## config.mk

```make
export PLATFORM = sky130hd
export DESIGN_NAME = vec_dispatch_sched
export DESIGN_NICKNAME = d
export VERILOG_FILES = /design/src/rtl/vec_dispatch_sched.sv
export SDC_FILE = /design/constraint.sdc
export NUM_CORES = 1
export LEC_CHECK = 0
export BUFFER_PORTS_ARGS = -buffer_cell sky130_fd_sc_hd__buf_2
export CAP_MARGIN = 20
export CELL_PAD_IN_SITES_DETAIL_PLACEMENT = 1
export CELL_PAD_IN_SITES_GLOBAL_PLACEMENT = 1
export CORE_MARGIN = 1
export CORE_UTILIZATION = 45
export DETAILED_ROUTE_END_ITERATION = 16
export GPL_TIMING_DRIVEN = 0
export HOLD_SLACK_MARGIN = 0.12
export PLACE_DENSITY_LB_ADDON = 0.1
export SYNTH_ARGS = -nofsm -noshare
export SYNTH_HDL_FRONTEND = slang
export SYNTH_SLANG_ARGS = --single-unit
```

## constraint.sdc

```tcl
create_clock -name clk_i -period 5.4 [get_ports clk_i]
set_input_delay 0.81 -clock clk_i [delete_from_list [all_inputs] [get_ports clk_i]]
set_output_delay 0.81 -clock clk_i [all_outputs]
set_load 0.03 [all_outputs]
```

## src/rtl/vec_dispatch_sched.sv

```systemverilog
`default_nettype none
// ============================================================================
// Module      : vec_dispatch_sched
// Description : Round-robin dispatch scheduler that feeds the vector work
//               consumer. Requesters hand over 6-bit job codes through
//               valid/ready. A small FIFO buffers the accepted jobs. Each job
//               is issued as a one-cycle nonzero select pulse, and the
//               scheduler then follows the consumer's busy ack/complete
//               sequence before it issues the next job.
//               Optional feature macro: VEC_DISPATCH_TIMEOUT_EN. When it is
//               defined, a job is dropped if no acknowledge arrives in time.
// Revision    : 1.0 - initial release
// ============================================================================
module vec_dispatch_sched #(
  parameter int NREQ        = 4,
  parameter int FIFO_DEPTH  = 4,
  parameter int ACK_TIMEOUT = 15
) (
  input  logic                          clk_i,
  input  logic                          rst_i,
  input  logic [NREQ-1:0]               req_valid_i,
  input  logic [6*NREQ-1:0]             req_job_i,
  output logic [NREQ-1:0]               req_ready_o,
  input  logic                          busy_consumer_i,
  output logic [5:0]                    select_o,
  output logic [$clog2(NREQ)-1:0]       issue_src_o,
  output logic [$clog2(FIFO_DEPTH):0]   fifo_count_o,
  output logic                          timeout_o
);

  localparam int SRC_W = $clog2(NREQ);
  localparam int PTR_W = $clog2(FIFO_DEPTH);
  localparam int CNT_W = PTR_W + 1;

  // Reject illegal parameter sets at elaboration time.
  generate
    if (NREQ < 2 || NREQ > 8 || FIFO_DEPTH < 2 ||
        (FIFO_DEPTH & (FIFO_DEPTH - 1)) != 0 ||
        ACK_TIMEOUT < 1 || ACK_TIMEOUT > 255) begin : g_param_check
      $error("vec_dispatch_sched: illegal parameter combination");
    end
  endgenerate

  typedef enum logic [1:0] {
    IDLE      = 2'd0,
    ISSUE     = 2'd1,
    WAIT_ACK  = 2'd2,
    WAIT_DONE = 2'd3
  } state_t;

  state_t             state;
  state_t             state_nxt;

  logic [SRC_W-1:0]   rr;
  logic [5:0]         fifo_job [FIFO_DEPTH];
  logic [SRC_W-1:0]   fifo_src [FIFO_DEPTH];
  logic [PTR_W-1:0]   wr_ptr;
  logic [PTR_W-1:0]   rd_ptr;
  logic [CNT_W-1:0]   count;

  logic [NREQ-1:0]    eligible;
  logic               found;
  logic [SRC_W-1:0]   grant_idx;
  logic [5:0]         grant_job;
  logic [NREQ-1:0]    grant;
  logic               fifo_full;
  logic               push;
  logic               pop;

  // A requester competes only when it is valid and carries real work (job != 0).
  always_comb begin
    eligible = '0;
    for (int k = 0; k < NREQ; k++) begin
      eligible[k] = req_valid_i[k] && (req_job_i[6*k +: 6] != 6'd0);
    end
  end

  // Round-robin pick. First search indices at or above rr, then wrap to the
  // indices below rr.
  always_comb begin
    found     = 1'b0;
    grant_idx = '0;
    for (int k = 0; k < NREQ; k++) begin
      if (!found && eligible[k] && (k >= int'(rr))) begin
        found     = 1'b1;
        grant_idx = SRC_W'(k);
      end
    end
    for (int k = 0; k < NREQ; k++) begin
      if (!found && eligible[k] && (k < int'(rr))) begin
        found     = 1'b1;
        grant_idx = SRC_W'(k);
      end
    end
  end

  // Fullness uses the registered count only. A pop in the same cycle does not
  // make room for a push.
  assign fifo_full = (count == CNT_W'(FIFO_DEPTH));

  // One-hot grant and the granted job code. Nothing is granted while in reset.
  always_comb begin
    grant     = '0;
    grant_job = '0;
    for (int k = 0; k < NREQ; k++) begin
      if (found && !fifo_full && !rst_i && (grant_idx == SRC_W'(k))) begin
        grant[k]  = 1'b1;
        grant_job = req_job_i[6*k +: 6];
      end
    end
  end

  assign req_ready_o = grant;
  assign push        = |grant;
  assign pop         = (state == IDLE) && (count != '0) && !busy_consumer_i;

  // After a grant to k, rr moves to the requester just past k.
  always_ff @(posedge clk_i) begin
    if (rst_i) begin
      rr <= '0;
    end else if (push) begin
      rr <= (grant_idx == SRC_W'(NREQ - 1)) ? '0 : grant_idx + SRC_W'(1);
    end
  end

  // FIFO storage. Contents need no reset because the pointers and count
  // define which entries are valid.
  always_ff @(posedge clk_i) begin
    if (push) begin
      fifo_job[wr_ptr] <= grant_job;
      fifo_src[wr_ptr] <= grant_idx;
    end
  end

  // FIFO pointers and occupancy. The pointers wrap naturally because the
  // depth is a power of two.
  always_ff @(posedge clk_i) begin
    if (rst_i) begin
      wr_ptr <= '0;
      rd_ptr <= '0;
      count  <= '0;
    end else begin
      if (push) wr_ptr <= wr_ptr + PTR_W'(1);
      if (pop)  rd_ptr <= rd_ptr + PTR_W'(1);
      case ({push, pop})
        2'b10:   count <= count + CNT_W'(1);
        2'b01:   count <= count - CNT_W'(1);
        default: count <= count;
      endcase
    end
  end

  assign fifo_count_o = count;

`ifdef VEC_DISPATCH_TIMEOUT_EN
  localparam logic [7:0] ACK_LIMIT = 8'(ACK_TIMEOUT - 1);

  logic [7:0] ack_cnt;
  logic       timeout_hit;
  logic       timeout_q;

  // Count the cycles spent in WAIT_ACK with busy low. The counter clears as
  // the FSM enters WAIT_ACK.
  always_ff @(posedge clk_i) begin
    if (rst_i || state == ISSUE) begin
      ack_cnt <= '0;
    end else if (state == WAIT_ACK && !busy_consumer_i) begin
      ack_cnt <= ack_cnt + 8'd1;
    end
  end

  // Register the timeout so that the pulse lines up with the return to IDLE.
  always_ff @(posedge clk_i) begin
    if (rst_i) timeout_q <= 1'b0;
    else       timeout_q <= timeout_hit;
  end

  assign timeout_o = timeout_q;
`else
  assign timeout_o = 1'b0;
`endif

  // FSM state register.
  always_ff @(posedge clk_i) begin
    if (rst_i) state <= IDLE;
    else       state <= state_nxt;
  end

  // Next-state logic. Busy seen in WAIT_ACK is the acknowledge, and busy
  // falling in WAIT_DONE is completion.
  always_comb begin
    state_nxt = state;
`ifdef VEC_DISPATCH_TIMEOUT_EN
    timeout_hit = 1'b0;
`endif
    case (state)
      IDLE:      if (pop) state_nxt = ISSUE;
      ISSUE:     state_nxt = WAIT_ACK;
      WAIT_ACK: begin
        if (busy_consumer_i) begin
          state_nxt = WAIT_DONE;
        end
`ifdef VEC_DISPATCH_TIMEOUT_EN
        else if (ack_cnt == ACK_LIMIT) begin
          state_nxt   = IDLE;
          timeout_hit = 1'b1;
        end
`endif
      end
      WAIT_DONE: if (!busy_consumer_i) state_nxt = IDLE;
      default:   state_nxt = IDLE;
    endcase
  end

  // Issue register. It loads on the pop, so the job is visible exactly during
  // the ISSUE cycle and reads zero at every other time.
  always_ff @(posedge clk_i) begin
    if (rst_i) begin
      select_o    <= '0;
      issue_src_o <= '0;
    end else if (pop) begin
      select_o    <= fifo_job[rd_ptr];
      issue_src_o <= fifo_src[rd_ptr];
    end else begin
      select_o    <= '0;
      issue_src_o <= '0;
    end
  end

endmodule
`default_nettype wire

```

==> flow_summary.html, run 1 <==
<table>
<tr><th>Metric</th><th>Value</th></tr>
<tr><th colspan="2">Run status</th></tr>
<tr><td>Run status</td><td>complete, no violations</td></tr>
<tr><th colspan="2">Placed design</th></tr>
<tr><td>HPWL after detailed placement</td><td>4645 um</td></tr>
<tr><td>Count of input and output buffers</td><td>45</td></tr>
<tr><td>Placed Area</td><td>2988 um2</td></tr>
<tr><td>Placer Congestion</td><td>0.8388</td></tr>
<tr><th colspan="2">Worst setup path</th></tr>
<tr><td>Worst setup SP type</td><td>input pin</td></tr>
<tr><td>Worst Setup End Kind</td><td>flop</td></tr>
<tr><td>Critical path's largest stage delay</td><td>0.58 ns</td></tr>
<tr><td>Worst flop-to-flop path endpoint</td><td>fifo_count_o[2]$_SDFFE_PP0P_</td></tr>
<tr><td>Crit Path Class</td><td>in2reg</td></tr>
<tr><td>Endpoint required time on the critical path</td><td>5.63 ns</td></tr>
<tr><td>Critical register-to-register path startpoint</td><td>rr[1]$_SDFFE_PP0P_</td></tr>
<tr><td>Cells traversed along the worst timing path</td><td>buf_2, or4_1, o31ai_4, o22a_1, o311a_2, buf_6, buf_2, inv_1, ha_1, nor2_1, o21ai_0, a2bb2oi_4, ha_1, inv_1, fa_1, xor2_1, or3_1, a21oi_1</td></tr>
<tr><td>Number of cells on the worst reg-to-reg path</td><td>18</td></tr>
<tr><td>Data arrival time of the worst path</td><td>4.82 ns</td></tr>
<tr><td>Critical Path Slowest Stage Cell</td><td>sky130_fd_sc_hd__or4_1</td></tr>
<tr><td>Register-to-Register Setup Slack</td><td>1.64 ns</td></tr>
<tr><td>Biggest fanout along the worst timing path</td><td>13</td></tr>
<tr><th colspan="2">Synth</th></tr>
<tr><td>Netlist area before placement</td><td>2673 um2</td></tr>
<tr><td>Post-synthesis adder-cell area fraction</td><td>0.05899</td></tr>
<tr><td>Sequential element share of the synthesized area</td><td>0.5019</td></tr>
<tr><td>Average footprint of a synthesized cell</td><td>12.55 um2</td></tr>
<tr><td>Compound-Gate Fraction of Synth Area</td><td>0.1835</td></tr>
<tr><td>Number of distinct library cells after synthesis</td><td>54</td></tr>
<tr><td>FFs w/ async S/R, synth</td><td>0</td></tr>
<tr><td>Mux contribution to synthesized area</td><td>0.08989</td></tr>
<tr><td>Top flip-flop cell by instance count after synthesis</td><td>sky130_fd_sc_hd__edfxtp_1</td></tr>
<tr><td>Dominant combinational cell family by area after synthesis</td><td>compound AO/OA/AOI/OAI gates</td></tr>
<tr><td>Synthesized netlist net count</td><td>256</td></tr>
<tr><td>Xor and xnor fraction of the mapped netlist area</td><td>0.01311</td></tr>
<tr><td>Share of Yosys cell area claimed by the top area cell type</td><td>0.3596</td></tr>
<tr><td>Number of standard cells after synthesis</td><td>213</td></tr>
<tr><td>Yosys warning count</td><td>0</td></tr>
<tr><td>Synth Area in Simple Gates</td><td>0.1002</td></tr>
<tr><td>Most frequent cells after synthesis</td><td>sky130_fd_sc_hd__edfxtp_1, sky130_fd_sc_hd__dfxtp_1, sky130_fd_sc_hd__inv_1</td></tr>
<tr><td>Number of synthesized register bits</td><td>51</td></tr>
<tr><td>Leading area contributor after synthesis</td><td>sky130_fd_sc_hd__edfxtp_1</td></tr>
<tr><td>Cell with the most instances after synthesis</td><td>sky130_fd_sc_hd__edfxtp_1</td></tr>
<tr><td>EDFF count, synth</td><td>32</td></tr>
<tr><td>Leading post-synthesis cells by cell area</td><td>sky130_fd_sc_hd__edfxtp_1, sky130_fd_sc_hd__dfxtp_1, sky130_fd_sc_hd__mux4_2</td></tr>
<tr><th colspan="2">Global route</th></tr>
<tr><td>GRT Util Overall</td><td>0.2090</td></tr>
<tr><td>Antenna violations before repair</td><td>0</td></tr>
<tr><td>First-pass GRT wire length</td><td>9749 um</td></tr>
<tr><td>Via count of the first global-routing pass</td><td>1953</td></tr>
<tr><td>Gr ovfl total</td><td>0</td></tr>
<tr><td>Maximum number of pins on one net before global-route repair</td><td>17</td></tr>
<tr><th colspan="2">Finish</th></tr>
<tr><td>Antenna diodes</td><td>0</td></tr>
<tr><td>Final cell utilization of the core</td><td>0.5515</td></tr>
<tr><td>Combined flip-flop and latch cell area</td><td>1341 um2</td></tr>
<tr><td>Area taken by multi-input logic gates</td><td>1195 um2</td></tr>
<tr><td>Synth-to-Final Area Change</td><td>15.73%</td></tr>
<tr><td>Total of fill cells in the finished design</td><td>631</td></tr>
<tr><td>Ratio of cells with drive above 1 in the final layout</td><td>0.2970</td></tr>
<tr><td>Number of nets at the end of the flow</td><td>308</td></tr>
<tr><td>Cell area after layout</td><td>3093 um2</td></tr>
<tr><th colspan="2">Worst hold path</th></tr>
<tr><td>Hold depth</td><td>2</td></tr>
<tr><td>Type of the most critical hold path</td><td>reg2reg</td></tr>
<tr><td>End point of the worst hold path</td><td>wr_ptr[0]$_SDFFE_PP0P_</td></tr>
<tr><td>Hold wc startpoint</td><td>wr_ptr[0]$_SDFFE_PP0P_</td></tr>
<tr><th colspan="2">Routing</th></tr>
<tr><td>Routed Antenna Nets</td><td>0</td></tr>
<tr><td>Average via count per standard cell</td><td>5.731</td></tr>
<tr><td>Remaining routing DRC violations</td><td>0</td></tr>
<tr><td>Total via count in the routed design</td><td>1937</td></tr>
<tr><td>Starting DRC count in detailed routing</td><td>63</td></tr>
<tr><td>Length of the first detailed-routing pass in iterations</td><td>4</td></tr>
<tr><td>Final routed wirelength across all metal layers</td><td>6048 um</td></tr>
<tr><td>Post-DR wirelength/cell</td><td>17.89 um</td></tr>
<tr><th colspan="2">Clock network</th></tr>
<tr><td>Insertion delay of the later-clocked pin in the worst-skew pair</td><td>0.30 ns</td></tr>
<tr><td>Total CTS buffers</td><td>5</td></tr>
<tr><td>TritonCTS clock tree</td><td>built</td></tr>
<tr><td>Max H-tree Level</td><td>2</td></tr>
<tr><td>Total of cells resized after clock tree synthesis</td><td>0</td></tr>
<tr><td>CTS clk-pin slew, worst paths</td><td>0.09 ns</td></tr>
<tr><td>Maximum clock path buffer count</td><td>2</td></tr>
<tr><td>Hold buffer count at CTS</td><td>0</td></tr>
<tr><td>Post-CTS Repair Setup Buffers</td><td>0</td></tr>
<tr><td>Root buffer selected by CTS</td><td>sky130_fd_sc_hd__clkbuf_8</td></tr>
<tr><td>Clk sink count</td><td>51</td></tr>
<tr><th colspan="2">Die</th></tr>
<tr><td>Die ar.</td><td>6251 um2</td></tr>
<tr><td>Chip height</td><td>79.07 um</td></tr>
<tr><td>Width of the die</td><td>79.07 um</td></tr>
<tr><td>I/O pins</td><td>47</td></tr>
<tr><td>Num rows</td><td>27</td></tr>
<tr><td>Initial standard-cell utilization of the core</td><td>0.4766</td></tr>
<tr><td>Placeable core region</td><td>5608 um2</td></tr>
<tr><th colspan="2">Timing</th></tr>
<tr><td>Transition at the pin with the smallest max-transition slack</td><td>0.8705 ns</td></tr>
<tr><td>Number of endpoints failing setup at the final stage</td><td>0</td></tr>
<tr><td>RSZ-0062 raised after global routing</td><td>false</td></tr>
<tr><td>Peak Freq</td><td>217.8 MHz</td></tr>
<tr><td>Period Utilization, post-route</td><td>0.8502</td></tr>
<tr><td>Slew margin rel.</td><td>0.4184</td></tr>
<tr><td>Hold Fails Final Rpt</td><td>0</td></tr>
<tr><td>Clock Skew</td><td>0.007281 ns</td></tr>
<tr><td>Setup tns final</td><td>0 ns</td></tr>
<tr><td>Post-layout minimum cycle time</td><td>4.591 ns</td></tr>
<tr><td>Max-slew violation count</td><td>0</td></tr>
<tr><td>Hold_ws</td><td>0.5374 ns</td></tr>
<tr><th colspan="2">Pwr</th></tr>
<tr><td>Max VDD drop</td><td>215.5 uV</td></tr>
<tr><td>Cell leakage power</td><td>1.231 nW</td></tr>
<tr><td>Power density over cell area</td><td>455.6 nW/um2</td></tr>
<tr><th colspan="2">Job</th></tr>
<tr><td>Max Cap Violations</td><td>0</td></tr>
</table>
layer usage:
metal  up-vias  share of wire  global-route usage
met5         -              0                   0
met4         0          0.016             0.08364
met3         9          0.034             0.02874
met2        51           0.51              0.3621
met1       961           0.44              0.2621
li1        916              -                   -
critical path, delay by kind of cell:
kind | cells | cell delay (ns)
buf+inv | 5 | 0.63
xor+xnor | 1 | 0.16
fa+ha+maj | 3 | 0.83
simple gates | 3 | 0.98
compound gates | 6 | 1.39
cell type report:
cell class                 count  share of cell area
buffer                        14             0.02225
timing repair buffer          45             0.07282
inverter                      18             0.02184
sequential                    51              0.4337
clock inverter                 1            0.002427
multi-input combinational    130              0.3863
clock buffer                   7             0.03155
tap                           72             0.02913
power breakdown:
| part | internal (W) | leakage (nW) | switching [W] |
|---|---|---|---|
| Clock | 0.000120 | 0.0496 | 0.000124 |
| Sequential | 0.000536 | 0.452 | 0.0000411 |
| Combinational | 0.000237 | 0.729 | 0.000352 |
through the flow:
stage / total power [W] / cells / setup slack, ns
2_1_floorplan: 0.001018 / 213 / 1.014
3_5_place_dp: 0.001180 / 330 / 0.4701
5_1_grt: 0.001498 / 338 / 0.5463
3_3_place_gp: 0.001154 / 330 / 0.5346
6_report: 0.001409 / 338 / 0.8090
4_1_cts: 0.001426 / 338 / 0.7754
worst max-delay path by stage:
stage / to / slack [ns] / start / cells past startpoint
6_report: fifo_count_o[2]$_SDFFE_PP0P_ / 0.81 / req_job_i[13] / 18
4_1_cts: fifo_count_o[2]$_SDFFE_PP0P_ / 0.78 / req_job_i[13] / 18
2_1_floorplan: fifo_count_o[2]$_SDFFE_PP0P_ / 1.01 / req_job_i[13] / 17
3_3_place_gp: fifo_count_o[2]$_SDFFE_PP0P_ / 0.53 / req_job_i[13] / 18
3_5_place_dp: fifo_count_o[2]$_SDFFE_PP0P_ / 0.47 / req_job_i[13] / 18
5_1_grt: fifo_count_o[2]$_SDFFE_PP0P_ / 0.55 / req_job_i[13] / 18
registers in the layout, summed over array words and instances (netlist names):
register / flops
rr: 2
wr_ptr: 2
select_o: 6
state: 2
rd_ptr: 2
fifo_src: 8
issue_src_o: 2
fifo_count_o: 3
fifo_job: 24
cells in the final DEF (no fill, tap or decap), types with 8 or more instances in the layout:
cell and count:
sky130_fd_sc_hd__a21oi_1 10, sky130_fd_sc_hd__and3_1 8, sky130_fd_sc_hd__buf_2 49, sky130_fd_sc_hd__clkbuf_1 8, sky130_fd_sc_hd__dfxtp_1 19, sky130_fd_sc_hd__edfxtp_1 32
sky130_fd_sc_hd__ha_1 11, sky130_fd_sc_hd__inv_1 18, sky130_fd_sc_hd__mux4_2 8, sky130_fd_sc_hd__nor2_1 12
logic make-up after synthesis:
logic type      after synthesis
simple gates                 47
flops                        51
compound gates               53
xor+xnor                      4
other cells                   1
mux                          13
buf+inv                      32
fa+ha+maj                    12
Note: power is estimated with default switching activity, not from simulation.
==> run 2, diff against run 1 <==
--- a/config.mk
+++ b/config.mk
@@ -9,7 +9,7 @@
 export CAP_MARGIN = 20
 export CELL_PAD_IN_SITES_DETAIL_PLACEMENT = 1
 export CELL_PAD_IN_SITES_GLOBAL_PLACEMENT = 1
-export CORE_MARGIN = 1
+export CORE_MARGIN = 5
 export CORE_UTILIZATION = 45
 export DETAILED_ROUTE_END_ITERATION = 16
 export GPL_TIMING_DRIVEN = 0
==> flow_summary.html, run 2 (same netlist as run 1, synthesis figures left out) <==
<table>
<tr><th>Metric</th><th>Value</th></tr>
<tr><th colspan="2">Run status</th></tr>
<tr><td>Run status</td><td>complete, no violations (unchanged)</td></tr>
<tr><th colspan="2">Timing</th></tr>
<tr><td>Post-layout minimum cycle time</td><td>4.599 ns (was 4.591 ns)</td></tr>
<tr><td>Max-slew violation count</td><td>0 (unchanged)</td></tr>
<tr><td>Peak Freq</td><td>217.4 MHz (was 217.8 MHz)</td></tr>
<tr><td>Number of endpoints failing setup at the final stage</td><td>0 (unchanged)</td></tr>
<tr><td>Transition at the pin with the smallest max-transition slack</td><td>0.8874 ns (was 0.8705 ns)</td></tr>
<tr><td>Slew margin rel.</td><td>0.4072 (was 0.4184)</td></tr>
<tr><td>Hold Fails Final Rpt</td><td>0 (unchanged)</td></tr>
<tr><td>Clock Skew</td><td>0.01008 ns (was 0.007281 ns)</td></tr>
<tr><td>RSZ-0062 raised after global routing</td><td>false (unchanged)</td></tr>
<tr><td>Period Utilization, post-route</td><td>0.8518 (was 0.8502)</td></tr>
<tr><td>Hold_ws</td><td>0.5342 ns (was 0.5374 ns)</td></tr>
<tr><td>Setup tns final</td><td>0 ns (unchanged)</td></tr>
<tr><th colspan="2">Clock network</th></tr>
<tr><td>Hold buffer count at CTS</td><td>0 (unchanged)</td></tr>
<tr><td>Max H-tree Level</td><td>2 (unchanged)</td></tr>
<tr><td>Total CTS buffers</td><td>5 (unchanged)</td></tr>
<tr><td>TritonCTS clock tree</td><td>built (unchanged)</td></tr>
<tr><td>Root buffer selected by CTS</td><td>sky130_fd_sc_hd__clkbuf_8 (unchanged)</td></tr>
<tr><td>Post-CTS Repair Setup Buffers</td><td>0 (unchanged)</td></tr>
<tr><td>Insertion delay of the later-clocked pin in the worst-skew pair</td><td>0.30 ns (about the same)</td></tr>
<tr><td>CTS clk-pin slew, worst paths</td><td>0.09 ns (about the same)</td></tr>
<tr><td>Clk sink count</td><td>51 (unchanged)</td></tr>
<tr><td>Total of cells resized after clock tree synthesis</td><td>0 (unchanged)</td></tr>
<tr><td>Maximum clock path buffer count</td><td>2 (unchanged)</td></tr>
<tr><th colspan="2">Die</th></tr>
<tr><td>Width of the die</td><td>87.07 um (was 79.07 um)</td></tr>
<tr><td>Die ar.</td><td>7580 um2 (was 6251 um2)</td></tr>
<tr><td>Placeable core region</td><td>5851 um2 (was 5608 um2)</td></tr>
<tr><td>Initial standard-cell utilization of the core</td><td>0.4568 (was 0.4766)</td></tr>
<tr><td>Num rows</td><td>28 (was 27)</td></tr>
<tr><td>I/O pins</td><td>47 (unchanged)</td></tr>
<tr><td>Chip height</td><td>87.07 um (was 79.07 um)</td></tr>
<tr><th colspan="2">Placed design</th></tr>
<tr><td>Placer Congestion</td><td>0.8111 (was 0.8388)</td></tr>
<tr><td>Placed Area</td><td>2992 um2 (was 2988 um2)</td></tr>
<tr><td>Count of input and output buffers</td><td>45 (unchanged)</td></tr>
<tr><td>HPWL after detailed placement</td><td>4768 um (was 4645 um)</td></tr>
<tr><th colspan="2">Pwr</th></tr>
<tr><td>Power density over cell area</td><td>448.9 nW/um2 (was 455.6 nW/um2)</td></tr>
<tr><td>Cell leakage power</td><td>1.229 nW (was 1.231 nW)</td></tr>
<tr><td>Max VDD drop</td><td>184.2 uV (was 215.5 uV)</td></tr>
<tr><th colspan="2">Worst setup path</th></tr>
<tr><td>Worst setup SP type</td><td>input pin (unchanged)</td></tr>
<tr><td>Critical register-to-register path startpoint</td><td>rr[1]$_SDFFE_PP0P_ (unchanged)</td></tr>
<tr><td>Data arrival time of the worst path</td><td>4.83 ns (was 4.82 ns)</td></tr>
<tr><td>Launching instance or port of the critical path</td><td>req_job_i[13] (unchanged)</td></tr>
<tr><td>Worst flop-to-flop path endpoint</td><td>fifo_count_o[2]$_SDFFE_PP0P_ (unchanged)</td></tr>
<tr><td>Number of cells on the worst reg-to-reg path</td><td>18 (unchanged)</td></tr>
<tr><td>Worst Setup End Kind</td><td>flop (unchanged)</td></tr>
<tr><td>Biggest fanout along the worst timing path</td><td>13 (unchanged)</td></tr>
<tr><td>Crit Path Class</td><td>in2reg (unchanged)</td></tr>
<tr><td>Endpoint required time on the critical path</td><td>5.63 ns (about the same)</td></tr>
<tr><td>Worst setup path endpoint</td><td>fifo_count_o[2]$_SDFFE_PP0P_ (unchanged)</td></tr>
<tr><td>Register-to-Register Setup Slack</td><td>1.64 ns (about the same)</td></tr>
<tr><th colspan="2">Global route</th></tr>
<tr><td>Via count of the first global-routing pass</td><td>2024 (was 1953)</td></tr>
<tr><td>Antenna violations before repair</td><td>0 (unchanged)</td></tr>
<tr><td>First-pass GRT wire length</td><td>9887 um (was 9749 um)</td></tr>
<tr><td>Met1 Use GR</td><td>0.1971 (was 0.2621)</td></tr>
<tr><td>GRT Util Overall</td><td>0.1705 (was 0.2090)</td></tr>
<tr><td>Maximum number of pins on one net before global-route repair</td><td>18 (was 17)</td></tr>
<tr><td>Met3 GRT Util</td><td>0.03217 (was 0.02874)</td></tr>
<tr><td>Gr ovfl total</td><td>0 (unchanged)</td></tr>
<tr><td>Most used routing layer</td><td>met2 (unchanged)</td></tr>
<tr><td>Met2 demand-to-capacity share in global routing</td><td>0.3161 (was 0.3621)</td></tr>
<tr><th colspan="2">Finish</th></tr>
<tr><td>Register name with the most flops</td><td>fifo_job (unchanged)</td></tr>
<tr><td>Registers with the most flip-flops</td><td>fifo_job x24, fifo_src x8, select_o x6 (unchanged)</td></tr>
<tr><td>Commonest non-fill, non-tap cell in the layout</td><td>sky130_fd_sc_hd__buf_2 (unchanged)</td></tr>
<tr><td>Total of fill cells in the finished design</td><td>638 (was 631)</td></tr>
<tr><td>Most frequent cells in the layout</td><td>sky130_fd_sc_hd__buf_2, sky130_fd_sc_hd__edfxtp_1, sky130_fd_sc_hd__dfxtp_1, sky130_fd_sc_hd__inv_1, sky130_fd_sc_hd__nor2_1 (unchanged)</td></tr>
<tr><td>Ratio of cells with drive above 1 in the final layout</td><td>0.3008 (was 0.2970)</td></tr>
<tr><td>Antenna diodes</td><td>0 (unchanged)</td></tr>
<tr><td>Synth-to-Final Area Change</td><td>15.36% (was 15.73%)</td></tr>
<tr><td>Number of nets at the end of the flow</td><td>308 (unchanged)</td></tr>
<tr><td>Max FFs per register</td><td>24 (unchanged)</td></tr>
<tr><td>Cell area after layout</td><td>3083 um2 (was 3093 um2)</td></tr>
<tr><td>Area taken by multi-input logic gates</td><td>1195 um2 (unchanged)</td></tr>
<tr><td>Final cell utilization of the core</td><td>0.5269 (was 0.5515)</td></tr>
<tr><td>Combined flip-flop and latch cell area</td><td>1341 um2 (unchanged)</td></tr>
<tr><th colspan="2">Routing</th></tr>
<tr><td>Average via count per standard cell</td><td>5.587 (was 5.731)</td></tr>
<tr><td>Remaining routing DRC violations</td><td>0 (unchanged)</td></tr>
<tr><td>Post-DR wirelength/cell</td><td>17.72 um (was 17.89 um)</td></tr>
<tr><td>Total via count in the routed design</td><td>1905 (was 1937)</td></tr>
<tr><td>Starting DRC count in detailed routing</td><td>52 (was 63)</td></tr>
<tr><td>Final routed wirelength across all metal layers</td><td>6041 um (was 6048 um)</td></tr>
<tr><td>Routed Antenna Nets</td><td>0 (unchanged)</td></tr>
<tr><td>Length of the first detailed-routing pass in iterations</td><td>4 (unchanged)</td></tr>
<tr><th colspan="2">Job</th></tr>
<tr><td>Max Cap Violations</td><td>0 (unchanged)</td></tr>
<tr><th colspan="2">Worst hold path</th></tr>
<tr><td>Type of the most critical hold path</td><td>reg2reg (unchanged)</td></tr>
</table>
## run 2: cell types whose count changed in the layout (fill, tap and decap cells not counted)
cell and change:
sky130_fd_sc_hd__clkbuf_1 -1, sky130_fd_sc_hd__inv_6 +1, sky130_fd_sc_hd__clkinv_2 +1, sky130_fd_sc_hd__clkinv_4 +1, sky130_fd_sc_hd__clkbuf_16 -1, sky130_fd_sc_hd__clkinvlp_4 -1
## run 2: power breakdown
part | switching (W) | internal (W) | leakage [nW]
combinational | 0.000349 | 0.000237 | 0.729
clock | 0.000127 | 0.0000929 | 0.0485
sequential | 0.0000419 | 0.000536 | 0.452
## run 2: critical path, stage by stage
cell	delay, ns
sky130_fd_sc_hd__buf_2	0.11
sky130_fd_sc_hd__or4_1	0.57
sky130_fd_sc_hd__o31ai_4	0.40
sky130_fd_sc_hd__o22a_1	0.25
sky130_fd_sc_hd__o311a_2	0.18
sky130_fd_sc_hd__buf_6	0.13
sky130_fd_sc_hd__buf_2	0.24
sky130_fd_sc_hd__inv_1	0.07
sky130_fd_sc_hd__ha_1	0.21
sky130_fd_sc_hd__nor2_1	0.09
sky130_fd_sc_hd__o21ai_0	0.17
sky130_fd_sc_hd__a2bb2oi_4	0.32
sky130_fd_sc_hd__ha_1	0.24
sky130_fd_sc_hd__inv_1	0.06
sky130_fd_sc_hd__fa_1	0.37
sky130_fd_sc_hd__xor2_1	0.16
sky130_fd_sc_hd__or3_1	0.31
sky130_fd_sc_hd__a21oi_1	0.14
## run 2: through the flow
stage          instances  power, W  worst slack (ns)
2_1_floorplan        213  0.001018             1.014
3_3_place_gp         333  0.001155            0.5223
3_5_place_dp         333  0.001184            0.4774
4_1_cts              341  0.001403            0.7713
5_1_grt              341  0.001482            0.5540
6_report             341  0.001384            0.8005
## run 2: layer usage
metal / vias up / routed length [um] / share of wire
met1: 921 / 2442 / 0.40
met5: - / 0 / 0
li1: 914 / - / -
met3: 9 / 299 / 0.049
met2: 61 / 3192 / 0.53
met4: 0 / 106 / 0.018
## run 2: how the worst min path moves through the flow
| stage | start | endpoint | slack, ns | cells past startpoint |
|---|---|---|---|---|
| after detailed placement | wr_ptr[0]$_SDFFE_PP0P_ | wr_ptr[0]$_SDFFE_PP0P_ | 0.51 | 1 |
| after global routing | wr_ptr[0]$_SDFFE_PP0P_ | wr_ptr[0]$_SDFFE_PP0P_ | 0.55 | 1 |
| after floorplan | wr_ptr[0]$_SDFFE_PP0P_ | wr_ptr[0]$_SDFFE_PP0P_ | 0.47 | 1 |
| after global placement | wr_ptr[0]$_SDFFE_PP0P_ | wr_ptr[0]$_SDFFE_PP0P_ | 0.49 | 1 |
| final | wr_ptr[0]$_SDFFE_PP0P_ | wr_ptr[0]$_SDFFE_PP0P_ | 0.53 | 1 |
| after CTS | wr_ptr[0]$_SDFFE_PP0P_ | wr_ptr[0]$_SDFFE_PP0P_ | 0.53 | 1 |
## run 2: final cells by class
class | count | area share
sequential | 51 | 0.4351
inverter | 18 | 0.02192
clock buffer | 5 | 0.02232
timing repair buffer | 45 | 0.07305
tap | 75 | 0.03044
buffer | 14 | 0.02232
clock inverter | 3 | 0.007305
multi-input combinational | 130 | 0.3876
==> run 3, diff against run 2 <==
--- a/config.mk
+++ b/config.mk
@@ -10,7 +10,8 @@
 export CELL_PAD_IN_SITES_DETAIL_PLACEMENT = 1
 export CELL_PAD_IN_SITES_GLOBAL_PLACEMENT = 1
 export CORE_MARGIN = 5
-export CORE_UTILIZATION = 45
+export CORE_UTILIZATION = 40
+export CTS_CLUSTER_SIZE = 16
 export DETAILED_ROUTE_END_ITERATION = 16
 export GPL_TIMING_DRIVEN = 0
 export HOLD_SLACK_MARGIN = 0.12
==> constraint.sdc (replaced) <==
create_clock -name clk_i -period 4.2 [get_ports clk_i]
set_input_delay 0.63 -clock clk_i [delete_from_list [all_inputs] [get_ports clk_i]]
set_output_delay 0.63 -clock clk_i [all_outputs]
set_load 0.03 [all_outputs]
==> flow_summary.html, run 3 (same netlist as run 1, synthesis figures left out) <==
<table>
<tr><th>Metric</th><th>Value</th></tr>
<tr><th colspan="2">Run status</th></tr>
<tr><td>Run status</td><td>complete, no violations (unchanged)</td></tr>
<tr><th colspan="2">Global route</th></tr>
<tr><td>Maximum number of pins on one net before global-route repair</td><td>19 (was 18)</td></tr>
<tr><td>GRT Util Overall</td><td>0.1516 (was 0.1705)</td></tr>
<tr><td>Gr ovfl total</td><td>0 (unchanged)</td></tr>
<tr><td>First-pass GRT wire length</td><td>10220 um (was 9887 um)</td></tr>
<tr><td>Antenna violations before repair</td><td>0 (unchanged)</td></tr>
<tr><td>Via count of the first global-routing pass</td><td>2062 (was 2024)</td></tr>
<tr><th colspan="2">Timing</th></tr>
<tr><td>Peak Freq</td><td>250.6 MHz</td></tr>
<tr><td>Clock Skew</td><td>0.007225 ns (was 0.01008 ns)</td></tr>
<tr><td>Hold_ws</td><td>0.5496 ns (was 0.5342 ns)</td></tr>
<tr><td>Hold Fails Final Rpt</td><td>0 (unchanged)</td></tr>
<tr><td>Slew margin rel.</td><td>0.4585 (was 0.4072)</td></tr>
<tr><td>Number of endpoints failing setup at the final stage</td><td>0 (unchanged)</td></tr>
<tr><td>Max-slew violation count</td><td>0 (unchanged)</td></tr>
<tr><td>Transition at the pin with the smallest max-transition slack</td><td>0.8123 ns (was 0.8874 ns)</td></tr>
<tr><td>Period Utilization, post-route</td><td>0.9501</td></tr>
<tr><td>RSZ-0062 raised after global routing</td><td>false (unchanged)</td></tr>
<tr><td>Post-layout minimum cycle time</td><td>3.990 ns</td></tr>
<tr><th colspan="2">Die</th></tr>
<tr><td>Chip height</td><td>91.74 um (was 87.07 um)</td></tr>
<tr><td>Width of the die</td><td>91.74 um (was 87.07 um)</td></tr>
<tr><td>Placeable core region</td><td>6422 um2 (was 5851 um2)</td></tr>
<tr><td>I/O pins</td><td>47 (unchanged)</td></tr>
<tr><td>Initial standard-cell utilization of the core</td><td>0.4161 (was 0.4568)</td></tr>
<tr><td>Num rows</td><td>29 (was 28)</td></tr>
<tr><td>Die ar.</td><td>8416 um2 (was 7580 um2)</td></tr>
<tr><th colspan="2">Finish</th></tr>
<tr><td>Cell area after layout</td><td>3114 um2 (was 3083 um2)</td></tr>
<tr><td>Register name with the most flops</td><td>fifo_job (unchanged)</td></tr>
<tr><td>Commonest non-fill, non-tap cell in the layout</td><td>sky130_fd_sc_hd__buf_2 (unchanged)</td></tr>
<tr><td>Max FFs per register</td><td>24 (unchanged)</td></tr>
<tr><td>Number of nets at the end of the flow</td><td>310 (was 308)</td></tr>
<tr><td>Final cell count without fillers</td><td>345 (was 341)</td></tr>
<tr><td>Antenna diodes</td><td>0 (unchanged)</td></tr>
<tr><td>Ratio of cells with drive above 1 in the final layout</td><td>0.3097 (was 0.3008)</td></tr>
<tr><td>Registers with the most flip-flops</td><td>fifo_job x24, fifo_src x8, select_o x6 (unchanged)</td></tr>
<tr><td>Synth-to-Final Area Change</td><td>16.53% (was 15.36%)</td></tr>
<tr><td>Most frequent cells in the layout</td><td>sky130_fd_sc_hd__buf_2, sky130_fd_sc_hd__edfxtp_1, sky130_fd_sc_hd__dfxtp_1, sky130_fd_sc_hd__inv_1, sky130_fd_sc_hd__nor2_1 (unchanged)</td></tr>
<tr><th colspan="2">Pwr</th></tr>
<tr><td>Max VDD drop</td><td>236.0 uV (was 184.2 uV)</td></tr>
<tr><td>Power density over cell area</td><td>578.3 nW/um2 (was 448.9 nW/um2)</td></tr>
<tr><td>Cell leakage power</td><td>1.245 nW (was 1.229 nW)</td></tr>
<tr><th colspan="2">Routing</th></tr>
<tr><td>Average via count per standard cell</td><td>5.533 (was 5.587)</td></tr>
<tr><td>Routed Antenna Nets</td><td>0 (unchanged)</td></tr>
<tr><td>Length of the first detailed-routing pass in iterations</td><td>4 (unchanged)</td></tr>
<tr><td>Post-DR wirelength/cell</td><td>17.59 um (was 17.72 um)</td></tr>
<tr><td>Total via count in the routed design</td><td>1909 (was 1905)</td></tr>
<tr><td>Final routed wirelength across all metal layers</td><td>6068 um (was 6041 um)</td></tr>
<tr><td>Remaining routing DRC violations</td><td>0 (unchanged)</td></tr>
<tr><td>Starting DRC count in detailed routing</td><td>67 (was 52)</td></tr>
<tr><th colspan="2">Worst setup path</th></tr>
<tr><td>Worst setup path endpoint</td><td>req_ready_o[3] (was fifo_count_o[2]$_SDFFE_PP0P_)</td></tr>
<tr><td>Number of cells on the worst reg-to-reg path</td><td>18 (unchanged)</td></tr>
<tr><td>Data arrival time of the worst path</td><td>3.36 ns (was 4.83 ns)</td></tr>
<tr><td>Worst Setup End Kind</td><td>primary output (was flop)</td></tr>
<tr><td>Biggest fanout along the worst timing path</td><td>10 (was 13)</td></tr>
<tr><td>Crit Path Class</td><td>in2out (was in2reg)</td></tr>
<tr><td>Worst setup SP type</td><td>input pin (unchanged)</td></tr>
<tr><td>Endpoint required time on the critical path</td><td>3.57 ns (was 5.63 ns)</td></tr>
<tr><td>Critical register-to-register path startpoint</td><td>rr[1]$_SDFFE_PP0P_ (unchanged)</td></tr>
<tr><td>Register-to-Register Setup Slack</td><td>0.79 ns (was 1.64 ns)</td></tr>
<tr><td>Launching instance or port of the critical path</td><td>req_job_i[9] (was req_job_i[13])</td></tr>
<tr><td>Worst flop-to-flop path endpoint</td><td>fifo_count_o[2]$_SDFFE_PP0P_ (unchanged)</td></tr>
<tr><th colspan="2">Worst hold path</th></tr>
<tr><td>Hold depth</td><td>2 (was 1)</td></tr>
<tr><td>Type of the most critical hold path</td><td>reg2reg (unchanged)</td></tr>
<tr><th colspan="2">Clock network</th></tr>
<tr><td>Total CTS buffers</td><td>5 (unchanged)</td></tr>
<tr><td>Clk sink count</td><td>51 (unchanged)</td></tr>
<tr><td>CTS clk-pin slew, worst paths</td><td>0.09 ns (about the same)</td></tr>
<tr><td>Insertion delay of the later-clocked pin in the worst-skew pair</td><td>0.30 ns (about the same)</td></tr>
<tr><td>Hold buffer count at CTS</td><td>0 (unchanged)</td></tr>
<tr><td>Max H-tree Level</td><td>2 (unchanged)</td></tr>
<tr><td>TritonCTS clock tree</td><td>built (unchanged)</td></tr>
<tr><td>Maximum clock path buffer count</td><td>2 (unchanged)</td></tr>
<tr><td>Root buffer selected by CTS</td><td>sky130_fd_sc_hd__clkbuf_8 (unchanged)</td></tr>
<tr><th colspan="2">Placed design</th></tr>
<tr><td>HPWL after detailed placement</td><td>4650 um (was 4768 um)</td></tr>
<tr><td>Placed Area</td><td>2997 um2 (was 2992 um2)</td></tr>
<tr><td>Placer Congestion</td><td>0.8059 (was 0.8111)</td></tr>
<tr><td>Count of input and output buffers</td><td>45 (unchanged)</td></tr>
<tr><td>Placed instance count</td><td>335 (was 333)</td></tr>
<tr><th colspan="2">Job</th></tr>
<tr><td>Max Cap Violations</td><td>0 (unchanged)</td></tr>
</table>
## run 3: cell types whose count changed in the layout (fill, tap and decap cells not counted), sizes merged
cell,previous run,this run
buf,52,54
clkinv,2,1
inv,19,20
## run 3: repair_timing
item | in CTS | in global routing
endpoints found under the setup margin | 1 | 2
setup buffers | 3 | 0
pin swaps | 2 | 0
resized for setup | 0 | 1
## run 3: layout make-up
type                            count  area [um2]
Buffer                             13       71.32
Clock buffer                        5       68.82
Clock inverter                      3       26.28
Fill cell                         723        3308
Inverter                           18       67.56
Multi-Input combinational cell    130        1195
Sequential cell                    51        1341
Tap cell                           77       96.34
Timing Repair Buffer               48       247.7
## run 3: metal layers
metal	global-route usage	vias up	routed length (um)
met1	0.1896	942	2770
met2	0.2715	39	3040
met5	0	-	0
met3	0.02128	5	183
li1	-	923	-
met4	0.04579	0	73
## run 3: worst min-delay path by stage
stage	start	to	slack (ns)
after floorplan	wr_ptr[0]$_SDFFE_PP0P_	wr_ptr[0]$_SDFFE_PP0P_	0.47
after global placement	wr_ptr[0]$_SDFFE_PP0P_	wr_ptr[0]$_SDFFE_PP0P_	0.49
after detailed placement	fifo_count_o[2]$_SDFFE_PP0P_	fifo_count_o[2]$_SDFFE_PP0P_	0.53
after CTS	fifo_count_o[2]$_SDFFE_PP0P_	fifo_count_o[2]$_SDFFE_PP0P_	0.55
after global routing	wr_ptr[0]$_SDFFE_PP0P_	wr_ptr[0]$_SDFFE_PP0P_	0.60
final	fifo_count_o[2]$_SDFFE_PP0P_	fifo_count_o[2]$_SDFFE_PP0P_	0.55
## run 3: where the power goes
group	switching (W)	internal [W]
clock network	0.000167	0.000123
logic	0.000456	0.000316
registers	0.0000506	0.000689
## run 3: critical path, stage by stage
cell                      delay, ns
sky130_fd_sc_hd__buf_2         0.10
sky130_fd_sc_hd__or4_1         0.59
sky130_fd_sc_hd__o31ai_2       0.39
sky130_fd_sc_hd__o21a_1        0.22
sky130_fd_sc_hd__o211a_1       0.29
sky130_fd_sc_hd__ha_1          0.40
sky130_fd_sc_hd__and2_1        0.24
sky130_fd_sc_hd__buf_2         0.25
sky130_fd_sc_hd__buf_2         0.24
## run 3: through the flow
stage / power (W) / setup slack (ns) / setup TNS [ns] / util
after global placement: 0.001501 / -0.4434 / -0.8872 / 0.4666
after global routing: 0.001932 / 0.02803 / 0 / 0.4849
final: 0.001801 / 0.2097 / 0 / 0.4849
after detailed placement: 0.001520 / -0.4614 / -0.9834 / 0.4666
after CTS: 0.001826 / 0.07538 / 0 / 0.4849
after floorplan: 0.001313 / 0.04354 / 0 / -
